$ cat src/rtl/forex_pkg.sv
// forex_ctrl shared types: FSM states, register map, update record.
// Defaults mirror the arbitrage engine's Const.vh build values.
package forex_pkg;

  localparam int N_CUR_DEF      = 8;
  localparam int WEIGHT_W_DEF   = 32;
  localparam int FIFO_DEPTH_DEF = 4;
  localparam int PRED_W_DEF     = $clog2(N_CUR_DEF);

  typedef enum logic [1:0] {
    S_IDLE,
    S_LOAD,
    S_RUN,
    S_POST
  } state_t;

  localparam logic [2:0] A_STAGE  = 3'd0;
  localparam logic [2:0] A_WEIGHT = 3'd1;
  localparam logic [2:0] A_CTRL   = 3'd2;
  localparam logic [2:0] A_STATUS = 3'd3;
  localparam logic [2:0] A_COUNT  = 3'd4;
  localparam logic [2:0] A_LAST   = 3'd5;

  typedef struct packed {
    logic [PRED_W_DEF-1:0]   src;
    logic [PRED_W_DEF-1:0]   dst;
    logic [WEIGHT_W_DEF-1:0] weight;
  } upd_t;

endpackage

$ cat src/rtl/forex_if.sv
// Avalon-MM slave and engine start/done bundle for forex_ctrl.
// slave faces the controller; master faces host plus engine.
interface forex_if #(
  parameter int PRED_W   = 3,
  parameter int WEIGHT_W = 32
);

  logic                chipselect;
  logic                write;
  logic                read;
  logic [2:0]          address;
  logic [31:0]         writedata;
  logic [31:0]         readdata;
  logic                irq;
  logic                eng_start;
  logic [PRED_W-1:0]   eng_src;
  logic [PRED_W-1:0]   eng_dst;
  logic [WEIGHT_W-1:0] eng_weight;
  logic                eng_done;
  logic                eng_cycle;

  modport slave (
    input  chipselect, write, read,
    input  address, writedata,
    input  eng_done, eng_cycle,
    output readdata, irq,
    output eng_start, eng_src,
    output eng_dst, eng_weight
  );

  modport master (
    output chipselect, write, read,
    output address, writedata,
    output eng_done, eng_cycle,
    input  readdata, irq,
    input  eng_start, eng_src,
    input  eng_dst, eng_weight
  );

endinterface

$ cat src/rtl/forex_fifo.sv
// Synchronous update queue with flush; flush beats push and pop.
// A push into a full queue is accepted when a pop frees a slot.
module forex_fifo
  import forex_pkg::*;
#(
  parameter type T     = upd_t,
  parameter int  DEPTH = FIFO_DEPTH_DEF,
  localparam int AW    = $clog2(DEPTH),
  localparam int CW    = $clog2(DEPTH + 1)
) (
  input  logic          clk,
  input  logic          rst_n,
  input  logic          flush,
  input  logic          push,
  input  logic          pop,
  input  T              wdata,
  output T              rdata,
  output logic [CW-1:0] count,
  output logic          full,
  output logic          empty
);

  T              mem_q [DEPTH];
  logic [AW-1:0] wr_ptr_q, wr_ptr_d;
  logic [AW-1:0] rd_ptr_q, rd_ptr_d;
  logic [CW-1:0] count_q, count_d;
  logic          do_push, do_pop;

  assign full    = (count_q == CW'(DEPTH));
  assign empty   = (count_q == '0);
  assign do_pop  = pop & ~empty & ~flush;
  assign do_push = push & (~full | do_pop) & ~flush;
  assign rdata   = mem_q[rd_ptr_q];
  assign count   = count_q;

  always_comb begin
    wr_ptr_d = wr_ptr_q;
    rd_ptr_d = rd_ptr_q;
    count_d  = count_q;
    if (flush) begin
      wr_ptr_d = '0;
      rd_ptr_d = '0;
      count_d  = '0;
    end else begin
      if (do_push) wr_ptr_d = wr_ptr_q + AW'(1);
      if (do_pop)  rd_ptr_d = rd_ptr_q + AW'(1);
      count_d = count_q + CW'(do_push) - CW'(do_pop);
    end
  end

  always_ff @(posedge clk or negedge rst_n) begin
    if (!rst_n) begin
      wr_ptr_q <= '0;
      rd_ptr_q <= '0;
      count_q  <= '0;
    end else begin
      wr_ptr_q <= wr_ptr_d;
      rd_ptr_q <= rd_ptr_d;
      count_q  <= count_d;
    end
  end

  always_ff @(posedge clk) begin
    if (do_push) mem_q[wr_ptr_q] <= wdata;
  end

endmodule

$ cat src/rtl/forex_ctrl.sv
// Avalon-MM control peripheral queueing edge updates for the
// arbitrage graph engine; register decode, flags and engine FSM.
module forex_ctrl
  import forex_pkg::*;
#(
  parameter int  N_CUR      = N_CUR_DEF,
  parameter int  WEIGHT_W   = WEIGHT_W_DEF,
  parameter int  FIFO_DEPTH = FIFO_DEPTH_DEF,
  localparam int PRED_W     = $clog2(N_CUR),
  localparam int CW         = $clog2(FIFO_DEPTH + 1)
) (
  input logic     clk,
  input logic     reset_n,
  forex_if.slave  bus
);

  typedef struct packed {
    logic [PRED_W-1:0]   src;
    logic [PRED_W-1:0]   dst;
    logic [WEIGHT_W-1:0] weight;
  } rec_t;

  state_t              state_q, state_d;
  logic [PRED_W-1:0]   stg_src_q, stg_src_d;
  logic [PRED_W-1:0]   stg_dst_q, stg_dst_d;
  logic                irq_en_q, irq_en_d;
  logic                done_q, done_d;
  logic                cyc_q, cyc_d;
  logic                ovf_q, ovf_d;
  logic                err_q, err_d;
  logic [15:0]         upd_cnt_q, upd_cnt_d;
  logic [PRED_W-1:0]   last_src_q, last_src_d;
  logic [PRED_W-1:0]   last_dst_q, last_dst_d;
  logic                start_q, start_d;
  logic [PRED_W-1:0]   src_q, src_d;
  logic [PRED_W-1:0]   dst_q, dst_d;
  logic [WEIGHT_W-1:0] wgt_q, wgt_d;
  logic [31:0]         rdata_q, rdata_d;

  logic        wr_stage, wr_weight, wr_ctrl;
  logic        rd;
  logic        clr, flush;
  logic        range_bad, bad_ep;
  logic        push_ok, pop;
  logic        eng_fire;
  logic        busy;
  logic [31:0] status;
  rec_t        wrec, head;
  logic [CW-1:0] fcnt;
  logic        ffull, fempty;
  logic        unused_ok;

  assign unused_ok = ^bus.writedata;
  assign rd = bus.chipselect & bus.read;

  always_comb begin
    wr_stage  = 1'b0;
    wr_weight = 1'b0;
    wr_ctrl   = 1'b0;
    if (bus.chipselect & bus.write) begin
      unique case (bus.address)
        A_STAGE:  wr_stage  = 1'b1;
        A_WEIGHT: wr_weight = 1'b1;
        A_CTRL:   wr_ctrl   = 1'b1;
        default:  ;
      endcase
    end
  end

  assign clr   = wr_ctrl & bus.writedata[1];
  assign flush = wr_ctrl & bus.writedata[2];

  // Index range only matters when PRED_W can encode >= N_CUR.
  if ((1 << PRED_W) > N_CUR) begin : g_rng
    assign range_bad = (32'(stg_src_q) >= 32'(N_CUR))
                     | (32'(stg_dst_q) >= 32'(N_CUR));
  end else begin : g_norng
    assign range_bad = 1'b0;
  end

  assign bad_ep   = (stg_src_q == stg_dst_q) | range_bad;
  assign push_ok  = wr_weight & ~bad_ep;
  assign pop      = (state_q == S_IDLE) & ~fempty & ~flush;
  assign eng_fire = (state_q == S_RUN) & bus.eng_done;
  assign busy     = (state_q != S_IDLE);
  assign wrec     = {stg_src_q, stg_dst_q,
                     bus.writedata[WEIGHT_W-1:0]};

  forex_fifo #(
    .T     (rec_t),
    .DEPTH (FIFO_DEPTH)
  ) u_fifo (
    .clk   (clk),
    .rst_n (reset_n),
    .flush (flush),
    .push  (push_ok),
    .pop   (pop),
    .wdata (wrec),
    .rdata (head),
    .count (fcnt),
    .full  (ffull),
    .empty (fempty)
  );

  always_comb begin
    state_d = state_q;
    unique case (state_q)
      S_IDLE:  if (pop) state_d = S_LOAD;
      S_LOAD:  state_d = S_RUN;
      S_RUN:   if (bus.eng_done) state_d = S_POST;
      S_POST:  state_d = S_IDLE;
      default: state_d = S_IDLE;
    endcase
  end

  always_comb begin
    stg_src_d  = stg_src_q;
    stg_dst_d  = stg_dst_q;
    irq_en_d   = irq_en_q;
    upd_cnt_d  = upd_cnt_q;
    last_src_d = last_src_q;
    last_dst_d = last_dst_q;
    src_d      = src_q;
    dst_d      = dst_q;
    wgt_d      = wgt_q;
    start_d    = (state_q == S_LOAD);
    if (wr_stage) begin
      stg_src_d = bus.writedata[2*PRED_W-1:PRED_W];
      stg_dst_d = bus.writedata[PRED_W-1:0];
    end
    if (wr_ctrl) irq_en_d = bus.writedata[0];
    if (pop) begin
      src_d = head.src;
      dst_d = head.dst;
      wgt_d = head.weight;
    end
    if (eng_fire) begin
      upd_cnt_d = upd_cnt_q + 16'd1;
      if (bus.eng_cycle) begin
        last_src_d = src_q;
        last_dst_d = dst_q;
      end
    end
    // Sticky flags: a set in the clearing cycle survives.
    done_d = (done_q & ~clr) | (state_q == S_POST);
    cyc_d  = (cyc_q & ~clr) | (eng_fire & bus.eng_cycle);
    ovf_d  = (ovf_q & ~clr) | (push_ok & ffull & ~pop & ~flush);
    err_d  = (err_q & ~clr) | (wr_weight & bad_ep & ~flush);
  end

  always_comb begin
    status           = '0;
    status[0]        = busy;
    status[1]        = fempty;
    status[2]        = ffull;
    status[3]        = done_q;
    status[4]        = cyc_q;
    status[5]        = ovf_q;
    status[6]        = err_q;
    status[8 +: CW]  = fcnt;
  end

  always_comb begin
    rdata_d = '0;
    if (rd) begin
      unique case (bus.address)
        A_CTRL:   rdata_d = {31'b0, irq_en_q};
        A_STATUS: rdata_d = status;
        A_COUNT:  rdata_d = {16'b0, upd_cnt_q};
        A_LAST:   rdata_d = 32'({last_src_q, last_dst_q});
        default:  rdata_d = '0;
      endcase
    end
  end

  always_ff @(posedge clk or negedge reset_n) begin
    if (!reset_n) begin
      state_q    <= S_IDLE;
      stg_src_q  <= '0;
      stg_dst_q  <= '0;
      irq_en_q   <= 1'b0;
      done_q     <= 1'b0;
      cyc_q      <= 1'b0;
      ovf_q      <= 1'b0;
      err_q      <= 1'b0;
      upd_cnt_q  <= '0;
      last_src_q <= '0;
      last_dst_q <= '0;
      start_q    <= 1'b0;
      src_q      <= '0;
      dst_q      <= '0;
      wgt_q      <= '0;
      rdata_q    <= '0;
    end else begin
      state_q    <= state_d;
      stg_src_q  <= stg_src_d;
      stg_dst_q  <= stg_dst_d;
      irq_en_q   <= irq_en_d;
      done_q     <= done_d;
      cyc_q      <= cyc_d;
      ovf_q      <= ovf_d;
      err_q      <= err_d;
      upd_cnt_q  <= upd_cnt_d;
      last_src_q <= last_src_d;
      last_dst_q <= last_dst_d;
      start_q    <= start_d;
      src_q      <= src_d;
      dst_q      <= dst_d;
      wgt_q      <= wgt_d;
      rdata_q    <= rdata_d;
    end
  end

  assign bus.readdata   = rdata_q;
  assign bus.irq        = done_q & irq_en_q;
  assign bus.eng_start  = start_q;
  assign bus.eng_src    = src_q;
  assign bus.eng_dst    = dst_q;
  assign bus.eng_weight = wgt_q;

endmodule
$ cat src/flat_wrapper.sv
// flat-port wrapper written by rule: the top's interface ports become plain ports
module forex_ctrl_flat import forex_pkg::*;
#(
  parameter int  N_CUR      = N_CUR_DEF,
  parameter int  WEIGHT_W   = WEIGHT_W_DEF,
  parameter int  FIFO_DEPTH = FIFO_DEPTH_DEF,
  localparam int PRED_W     = $clog2(N_CUR),
  localparam int CW         = $clog2(FIFO_DEPTH + 1)
)
  (clk, reset_n, bus_chipselect, bus_write, bus_read, bus_address, bus_writedata, bus_eng_done, bus_eng_cycle, bus_readdata, bus_irq, bus_eng_start, bus_eng_src, bus_eng_dst, bus_eng_weight);
  forex_if #(.WEIGHT_W(WEIGHT_W)) bus_i ();
  input logic clk;
  input logic reset_n;
  input wire logic [$bits(bus_i.chipselect)-1:0] bus_chipselect;
  input wire logic [$bits(bus_i.write)-1:0] bus_write;
  input wire logic [$bits(bus_i.read)-1:0] bus_read;
  input wire logic [$bits(bus_i.address)-1:0] bus_address;
  input wire logic [$bits(bus_i.writedata)-1:0] bus_writedata;
  input wire logic [$bits(bus_i.eng_done)-1:0] bus_eng_done;
  input wire logic [$bits(bus_i.eng_cycle)-1:0] bus_eng_cycle;
  output wire logic [$bits(bus_i.readdata)-1:0] bus_readdata;
  output wire logic [$bits(bus_i.irq)-1:0] bus_irq;
  output wire logic [$bits(bus_i.eng_start)-1:0] bus_eng_start;
  output wire logic [$bits(bus_i.eng_src)-1:0] bus_eng_src;
  output wire logic [$bits(bus_i.eng_dst)-1:0] bus_eng_dst;
  output wire logic [$bits(bus_i.eng_weight)-1:0] bus_eng_weight;
  assign bus_i.chipselect = bus_chipselect;
  assign bus_i.write = bus_write;
  assign bus_i.read = bus_read;
  assign bus_i.address = bus_address;
  assign bus_i.writedata = bus_writedata;
  assign bus_i.eng_done = bus_eng_done;
  assign bus_i.eng_cycle = bus_eng_cycle;
  assign bus_readdata = bus_i.readdata;
  assign bus_irq = bus_i.irq;
  assign bus_eng_start = bus_i.eng_start;
  assign bus_eng_src = bus_i.eng_src;
  assign bus_eng_dst = bus_i.eng_dst;
  assign bus_eng_weight = bus_i.eng_weight;
  forex_ctrl #(.N_CUR(N_CUR), .WEIGHT_W(WEIGHT_W), .FIFO_DEPTH(FIFO_DEPTH)) u_core (.clk(clk), .reset_n(reset_n), .bus(bus_i));
endmodule
$ cat config.mk
export PLATFORM = sky130hd
export DESIGN_NAME = forex_ctrl_flat
export DESIGN_NICKNAME = d
export VERILOG_FILES = /design/src/rtl/forex_pkg.sv /design/src/rtl/forex_if.sv /design/src/rtl/forex_fifo.sv /design/src/rtl/forex_ctrl.sv /design/src/flat_wrapper.sv
export SDC_FILE = /design/constraint.sdc
export NUM_CORES = 1
export LEC_CHECK = 0
export CAP_MARGIN = 20
export CORE_ASPECT_RATIO = 0.8
export CORE_MARGIN = 4
export CORE_UTILIZATION = 45
export DETAILED_ROUTE_END_ITERATION = 10
export PLACE_DENSITY = 0.7
export SETUP_SLACK_MARGIN = 0.2
export SLEW_MARGIN = 20
export SYNTH_ARGS = -nofsm -noshare
export SYNTH_HDL_FRONTEND = slang
export SYNTH_SLANG_ARGS = --single-unit
$ cat constraint.sdc
create_clock -name clk -period 4.2 [get_ports clk]
set_input_delay 0.42 -clock clk [delete_from_list [all_inputs] [get_ports clk]]
set_output_delay 0.42 -clock clk [all_outputs]
set_load 0.02 [all_outputs]
==> results of run 1 <==
## worst paths after layout
path                                            from                         to  slack (ps)  depth (start not counted)
max in group asynchronous                    reset_n  u_core.bus.eng_weight[10]        3210                          2
worst min register to register  u_core.upd_cnt_q[15]       u_core.upd_cnt_q[15]         480                          1
min in group clk                u_core.upd_cnt_q[15]       u_core.upd_cnt_q[15]         480                          1
worst max-delay path                  bus_address[0]     u_core.u_fifo.count[2]        1160                         13
worst min-delay path                         reset_n    u_core.bus.readdata[14]          40                          1
worst max register to register     u_core.state_q[0]     u_core.u_fifo.count[2]        1240                         14
## power by group through the flow
stage / clock network [µW] / registers, µW / logic, µW
global placement: 0 / 3410 / 2140
finish: 2310 / 3380 / 2150
global route: 2460 / 3440 / 2320
floorplan: 0 / 3460 / 1330
detailed placement: 0 / 3430 / 2180
CTS: 2350 / 3380 / 2200
## logic make-up after synthesis
group	count (synthesis)	share of synthesized area [%]
flip-flops	249	71.50
other	1	0.03835
AO/OA/AOI/OAI	22	1.881
AND/OR/NAND/NOR	77	4.427
multiplexers	98	15.69
buffers and inverters	47	2.751
adder cells (fa/ha/maj)	13	1.740
XOR/XNOR	22	1.971
## registers in the layout, indices dropped and copies added, names as in the netlist, 2 cells and up
| signal | flops |
|---|---|
| u_core.u_fifo.mem_q | 152 |
| u_core.bus.eng_weight | 32 |
| u_core.bus.readdata | 16 |
| u_core.upd_cnt_q | 16 |
| u_core.bus.eng_dst | 3 |
| u_core.bus.eng_src | 3 |
| u_core.last_dst_q | 3 |
| u_core.last_src_q | 3 |
| u_core.stg_dst_q | 3 |
| u_core.stg_src_q | 3 |
| u_core.u_fifo.count | 3 |
| u_core.state_q | 2 |
| u_core.u_fifo.rd_ptr_q | 2 |
| u_core.u_fifo.wr_ptr_q | 2 |
## worst max-delay path, delay by kind of cell
| kind | cells | cell delay (ps) |
|---|---|---|
| AND/OR/NAND/NOR | 2 | 370 |
| adder cells (fa/ha/maj) | 3 | 770 |
| AO/OA/AOI/OAI | 2 | 480 |
| buffers and inverters | 4 | 1080 |
| XOR/XNOR | 2 | 310 |
## routing by layer
| layer | vias up | global-route usage [%] | wire length (µm) |
|---|---|---|---|
| li1 | 2201 | - | - |
| met4 | 0 | 3.191 | 356 |
| met1 | 2558 | 23.39 | 8725 |
| met3 | 30 | 3.633 | 1219 |
| met5 | - | 0 | 0 |
| met2 | 174 | 24.91 | 8963 |
## placed cells by master (no fill, tap or decap), types with 6 or more instances in the layout
master	count
ha_1	12
xnor2_1	14
edfxtp_1	152
xor2_1	8
buf_4	13
a22oi_1	8
clkbuf_16	25
conb_1	16
nor2b_1	6
dfrtp_1	95
inv_1	12
nor2_1	20
nand3_1	7
clkdlybuf4s50_1	96
mux2_2	57
and2_1	9
mux4_2	38
nand2_1	10
## through the flow
step / std cells / area, µm² / util (%) / power [µW] / hold WS, ps
final: 932 / 11880 / 56.56 / 7835 / 38.18
after global routing: 932 / 11880 / 56.56 / 8224 / 129.3
after CTS: 932 / 11880 / 56.56 / 7932 / 88.99
after detailed placement: 887 / 11010 / 52.46 / 5613 / 480.2
after global placement: 887 / 11010 / 52.46 / 5552 / 455.0
after floorplan: 544 / 9834 / - / 4785 / 124.4
## final cells by class
cell class	instances	area, µm²
Timing Repair Buffer	109	1059
Clock inverter	15	207.7
Inverter	12	45.04
Multi-Input combinational cell	248	2579
Tap cell	269	336.6
Clock buffer	30	654.4
Fill cell	1563	9119
Sequential cell	249	6994
==> metrics.yaml, run 1 <==
clock_path_buffers: 3
ys_ff_latch: 249
yosysMostFrequentCell: "edfxtp_1"
synth.avg_cell_area_um2: 18.48
diodes: 0
cp_common_cell: "inv_1"
h-tree-depth: 1
fin_skew_ps: 11.47
dpl.hpwl_um: 12910
ys_top_cells_by_area: "edfxtp_1, dfrtp_1, mux4_2"
cts_resized: 0
synth-async-reset-ratio_pct: 38.96
drtIter0Drc: 285
antenna_left: 0
gp_routability_congestion: 0.8289
fin_ws_ps: 1161
max_freq_ghz: 0.3291
synth_seq_area_share_pct: 71.50
post-route-min-period_ps: 3039
critical_path_arrival_ps: 3420
drive_above_1_share_pct: 23.98
cts.sinks: 249
yosysWarnings: 0
vias: 4963
max_stage_delay_ps: 890
clk_pin_slew_ps: 60
first_pass_iters: 4
synth-main-ff-cell: "edfxtp_1"
swShare_pct: 28.68
route.detailed.drc: 0
synth_edf_count: 152
core.rowCount: 47
grt_max_degree: 72
worstSetupPathType: "input port to flip-flop"
cp_max_fo: 14
holdBufCountCts: 0
cts_tree: "built"
timing.final.crit_share_pct: 72.36
num_io_pins: 114
netlist_instances: 529
path_cells: "clkdlybuf4s50_1 -> nor2b_1 -> o311ai_1 -> a31oi_4 -> inv_1 -> ha_1 -> inv_1 -> ha_1 -> inv_1 -> fa_1 -> xor2_1 -> xnor2_1 -> nor2_1"
p_comb_share_pct: 27.5
globalRouteTotalUtil_pct: 15.95
core-area_mm2: 0.02099
clockRootBuffer: "clkbuf_16"
synth_cell_types: 45
die_area_mm2: 0.02417
detail_route.wl_per_cell_um: 20.67
dp_slack_ps: 665.1
grt_pass1_vias: 5233
port_buffers: 97
grt_overflow: 0
hold_class: "input port to asynchronous set/reset pin"
cp.required_ps: 4580
synth_area_mm2: 0.009778
status: "finished clean"
max_slew_margin_pct: 34.11
cts_setup_buffers: 0
rsz0062_at_grt: "no"
power_density_mw_per_mm2: 659.8
p_switching_uw: 2247
finalSetupTns_ps: 0
p_leak_uw: 0.004392
area_delta_synth_final_pct: 21.45
antenna_found_initial: 0
insertion_delay_ps: 510
setup_viol: 0
synth_top_cell_by_area: "edfxtp_1"
endpoint_kind: "flip-flop"
irDropWorstVdd_uv: 467.9
cts_made_buffers: 25
hold_violations: 0
sequentialPowerShare_pct: 43.1
viasPerCell: 5.325
postRouteWirelength_um: 19270
worstSetupStartpointType: "input port"
slowest_stage: "clkdlybuf4s50_1"
synthDominantCellAreaShare_pct: 46.68
internal_power_uw: 5588
tightest_slew_ps: 988.4
nNetsFinal: 700
max_cap_viol_count: 0
pwr-share-clk_pct: 29.4
synthTopCellsByCount: "edfxtp_1, dfrtp_1, mux2_2"
grt_pass1_wl_um: 30430
die-height_um: 139.8
fp.dieW_um: 172.8
drv_slew: 0
start_util_pct: 46.58
(Power assumes the default switching activity.)
==> run 2, diff against run 1 <==
PLACE_DENSITY = 0.73   (was 0.7)
clock period = 2.59 ns   (was 4.2 ns; I/O delays follow)
==> run 2 against run 1 <==
Effect of this change:
- clock power rose by 43%
- non-clock buffer count rose by 29
- wire length fell by 1.6%
- global-route usage fell by 0.28 points
- first-iteration DRC count rose by 17%
- largest cell class unchanged
- register-to-register slack got worse by 1200 ps
- die area did not move
- flip-flop and latch count did not move
- cell area rose by 2.5%
- count of clock-buffer cells in the layout rose by 4
- core utilization rose by 1.4 points
- cell count rose by 3.1%
==> metrics.yaml, run 2 (same netlist as run 1, synthesis figures left out) <==
nNetsFinal: 729  # was 700
worst-path-buf-inv: 4  # unchanged
largest_reg_flops: 152  # unchanged
postRouteWirelength_um: 18960  # was 19270 µm
area_delta_synth_final_pct: 24.50  # was 21.45%
path_cells: "inv_2 -> ha_4 -> o31ai_4 -> a31o_2 -> a31oi_4 -> inv_1 -> ha_1 -> inv_1 -> ha_1 -> inv_1 -> fa_2 -> xor2_1 -> xnor2_1 -> nor2_1"  # was clkdlybuf4s50_1 -> nor2b_1 -> o311ai_1 -> a31oi_4 -> inv_1 -> ha_1 -> inv_1 -> ha_1 -> inv_1 -> fa_1 -> xor2_1 -> xnor2_1 -> nor2_1
max_stage_delay_ps: 400  # was 890 ps
core.rowCount: 47  # unchanged
die_area_mm2: 0.02417  # unchanged
drv_slew: 0  # unchanged
clock_path_buffers: 3  # unchanged
viasPerCell: 5.238  # was 5.325
cts.sinks: 249  # unchanged
r2r_start: "u_core.state_q[0]"  # unchanged
antenna_found_initial: 1  # was 0
insertion_delay_ps: 510  # about the same
cp.required_ps: 2980  # was 4580 ps
critical-path-top-delay-family: "adder cells"  # was buffers and inverters
route.detailed.drc: 0  # unchanged
grt_pass1_wl_um: 30180  # was 30430 µm
slowest_stage: "dfrtp_1"  # was clkdlybuf4s50_1
port_buffers: 97  # unchanged
clockRootBuffer: "clkbuf_16"  # unchanged
die-height_um: 139.8  # unchanged
grt_overflow: 0  # unchanged
post-route-min-period_ps: 2525
power_density_mw_per_mm2: 1030  # was 659.8 mW/mm²
fp.dieW_um: 172.8  # unchanged
grt_max_degree: 48  # was 72
nFillCells: 1539  # was 1563
h-tree-depth: 1  # unchanged
max_slew_margin_pct: 46.84  # was 34.11%
setup_viol: 0  # unchanged
drtIter0Drc: 334  # was 285
timing.final.crit_share_pct: 97.49
core-area_mm2: 0.02099  # unchanged
endpoint_kind: "flip-flop"  # unchanged
hold_violations: 0  # unchanged
status: "finished clean"  # unchanged
irDropWorstVdd_uv: 680.1  # was 467.9 µV
first_pass_iters: 5  # was 4
cts_tree: "built"  # unchanged
clk_pin_slew_ps: 60  # about the same
p_leak_uw: 0.004517  # was 0.004392 µW
worstSetupStartpointType: "flip-flop"  # was input port
dpl.hpwl_um: 12780  # was 12910 µm
critPathLaunch: "u_core.state_q[0]"  # was bus_address[0]
start_util_pct: 46.58  # unchanged
fin_skew_ps: 8.311  # was 11.47 ps
final_common_cell: "edfxtp_1"  # unchanged
detail_route.wl_per_cell_um: 19.73  # was 20.67 µm
hold_class: "input port to asynchronous set/reset pin"  # unchanged
gp_routability_congestion: 0.8462  # was 0.8289
max_freq_ghz: 0.3960
drive_above_1_share_pct: 27.31  # was 23.98%
regMostFlops: "u_core.u_fifo.mem_q"  # unchanged
rsz0062_at_grt: "yes"  # was no
globalRouteTotalUtil_pct: 15.66  # was 15.95%
finalSetupTns_ps: 0  # unchanged
grt_pass1_vias: 5381  # was 5233
critical_path_arrival_ps: 2910  # was 3420 ps
placed_cell_area_mm2: 0.01134  # was 0.01101 mm²
antenna_left: 0  # unchanged
cts_made_buffers: 25  # unchanged
vias: 5034  # was 4963
power_uw: 12540  # was 7835 µW
cp_max_fo: 4  # was 14
max_cap_viol_count: 0  # unchanged
final_area_mm2: 0.01217  # was 0.01188 mm²
num_io_pins: 114  # unchanged
cp_common_cell: "inv_1"  # unchanged
layout_common_cells: "edfxtp_1, clkdlybuf4s50_1, dfrtp_1"  # unchanged
diodes: 0  # unchanged
tightest_slew_ps: 793.9  # was 988.4 ps
worstSetupPathType: "flip-flop to flip-flop"  # was input port to flip-flop
run 2: final cells by class:
class                   instances  area [µm²]  share of cell area, %
flip-flops and latches        249        6994                  57.45
inverters                      12       45.04                 0.3700
repair buffers                138        1429                  11.74
multi-input cells             248        2610                  21.44
clock inverters                11       68.82                 0.5653
well taps                     269       336.6                  2.765
clock buffers                  34       690.7                  5.673
run 2: report_power, final:
group | switching [µW] | internal (µW)
Sequential | 526 | 4830
Combinational | 1730 | 2160
Clock | 1420 | 1880
run 2: layer usage:
layer | part of all wire (%) | GRT usage, % | vias to the layer above
li1 | - | - | 2277
met1 | 44 | 21.90 | 2574
met2 | 48 | 25.63 | 149
met3 | 6.0 | 3.525 | 32
met4 | 1.9 | 3.401 | 2
met5 | 0.069 | 0 | -
run 2: worst register-to-register path, stage by stage, from the launching register on:
cell     delay [ps]
dfrtp_1         400
inv_2            80
ha_4            160
o31ai_4          80
a31o_2          250
a31oi_4         150
inv_1            60
ha_1            260
inv_1            60
ha_1            140
inv_1            60
fa_2            330
xor2_1          170
xnor2_1         140
nor2_1           60
run 2: what timing repair did:
| action | 4_1_cts | 5_1_grt |
|---|---|---|
| buffers inserted | 4 | 2 |
| pin swaps | 0 | 1 |
| gates resized for setup | 0 | 2 |
| hold buffers | 1 | 0 |
| endpoints found under the setup margin | 2 | 2 |
| endpoints found under the hold margin | 45 | 0 |
run 2: metrics by stage:
step,hold WS [ps],utilization [%],instances,setup WS (ps)
detailed placement,334.9,54.03,909,-250.3
global placement,336.3,54.03,909,-187.4
finish,326.2,57.99,961,64.96
global route,374.0,57.99,961,-67.96
CTS,354.9,57.84,959,52.27
floorplan,-36.59,-,544,38.41
run 2: worst paths after layout:
kind,slack [ps],to,cells after the start
worst max-delay path,60,u_core.u_fifo.count[2],14
worst min-delay path,330,u_core.bus.eng_weight[6],2
worst max register to register,60,u_core.u_fifo.count[2],14
worst min register to register,470,u_core.upd_cnt_q[15],1
max in group asynchronous,1490,u_core.bus.eng_weight[11],3
min in group clk,380,u_core.u_fifo.mem_q[3][12],1
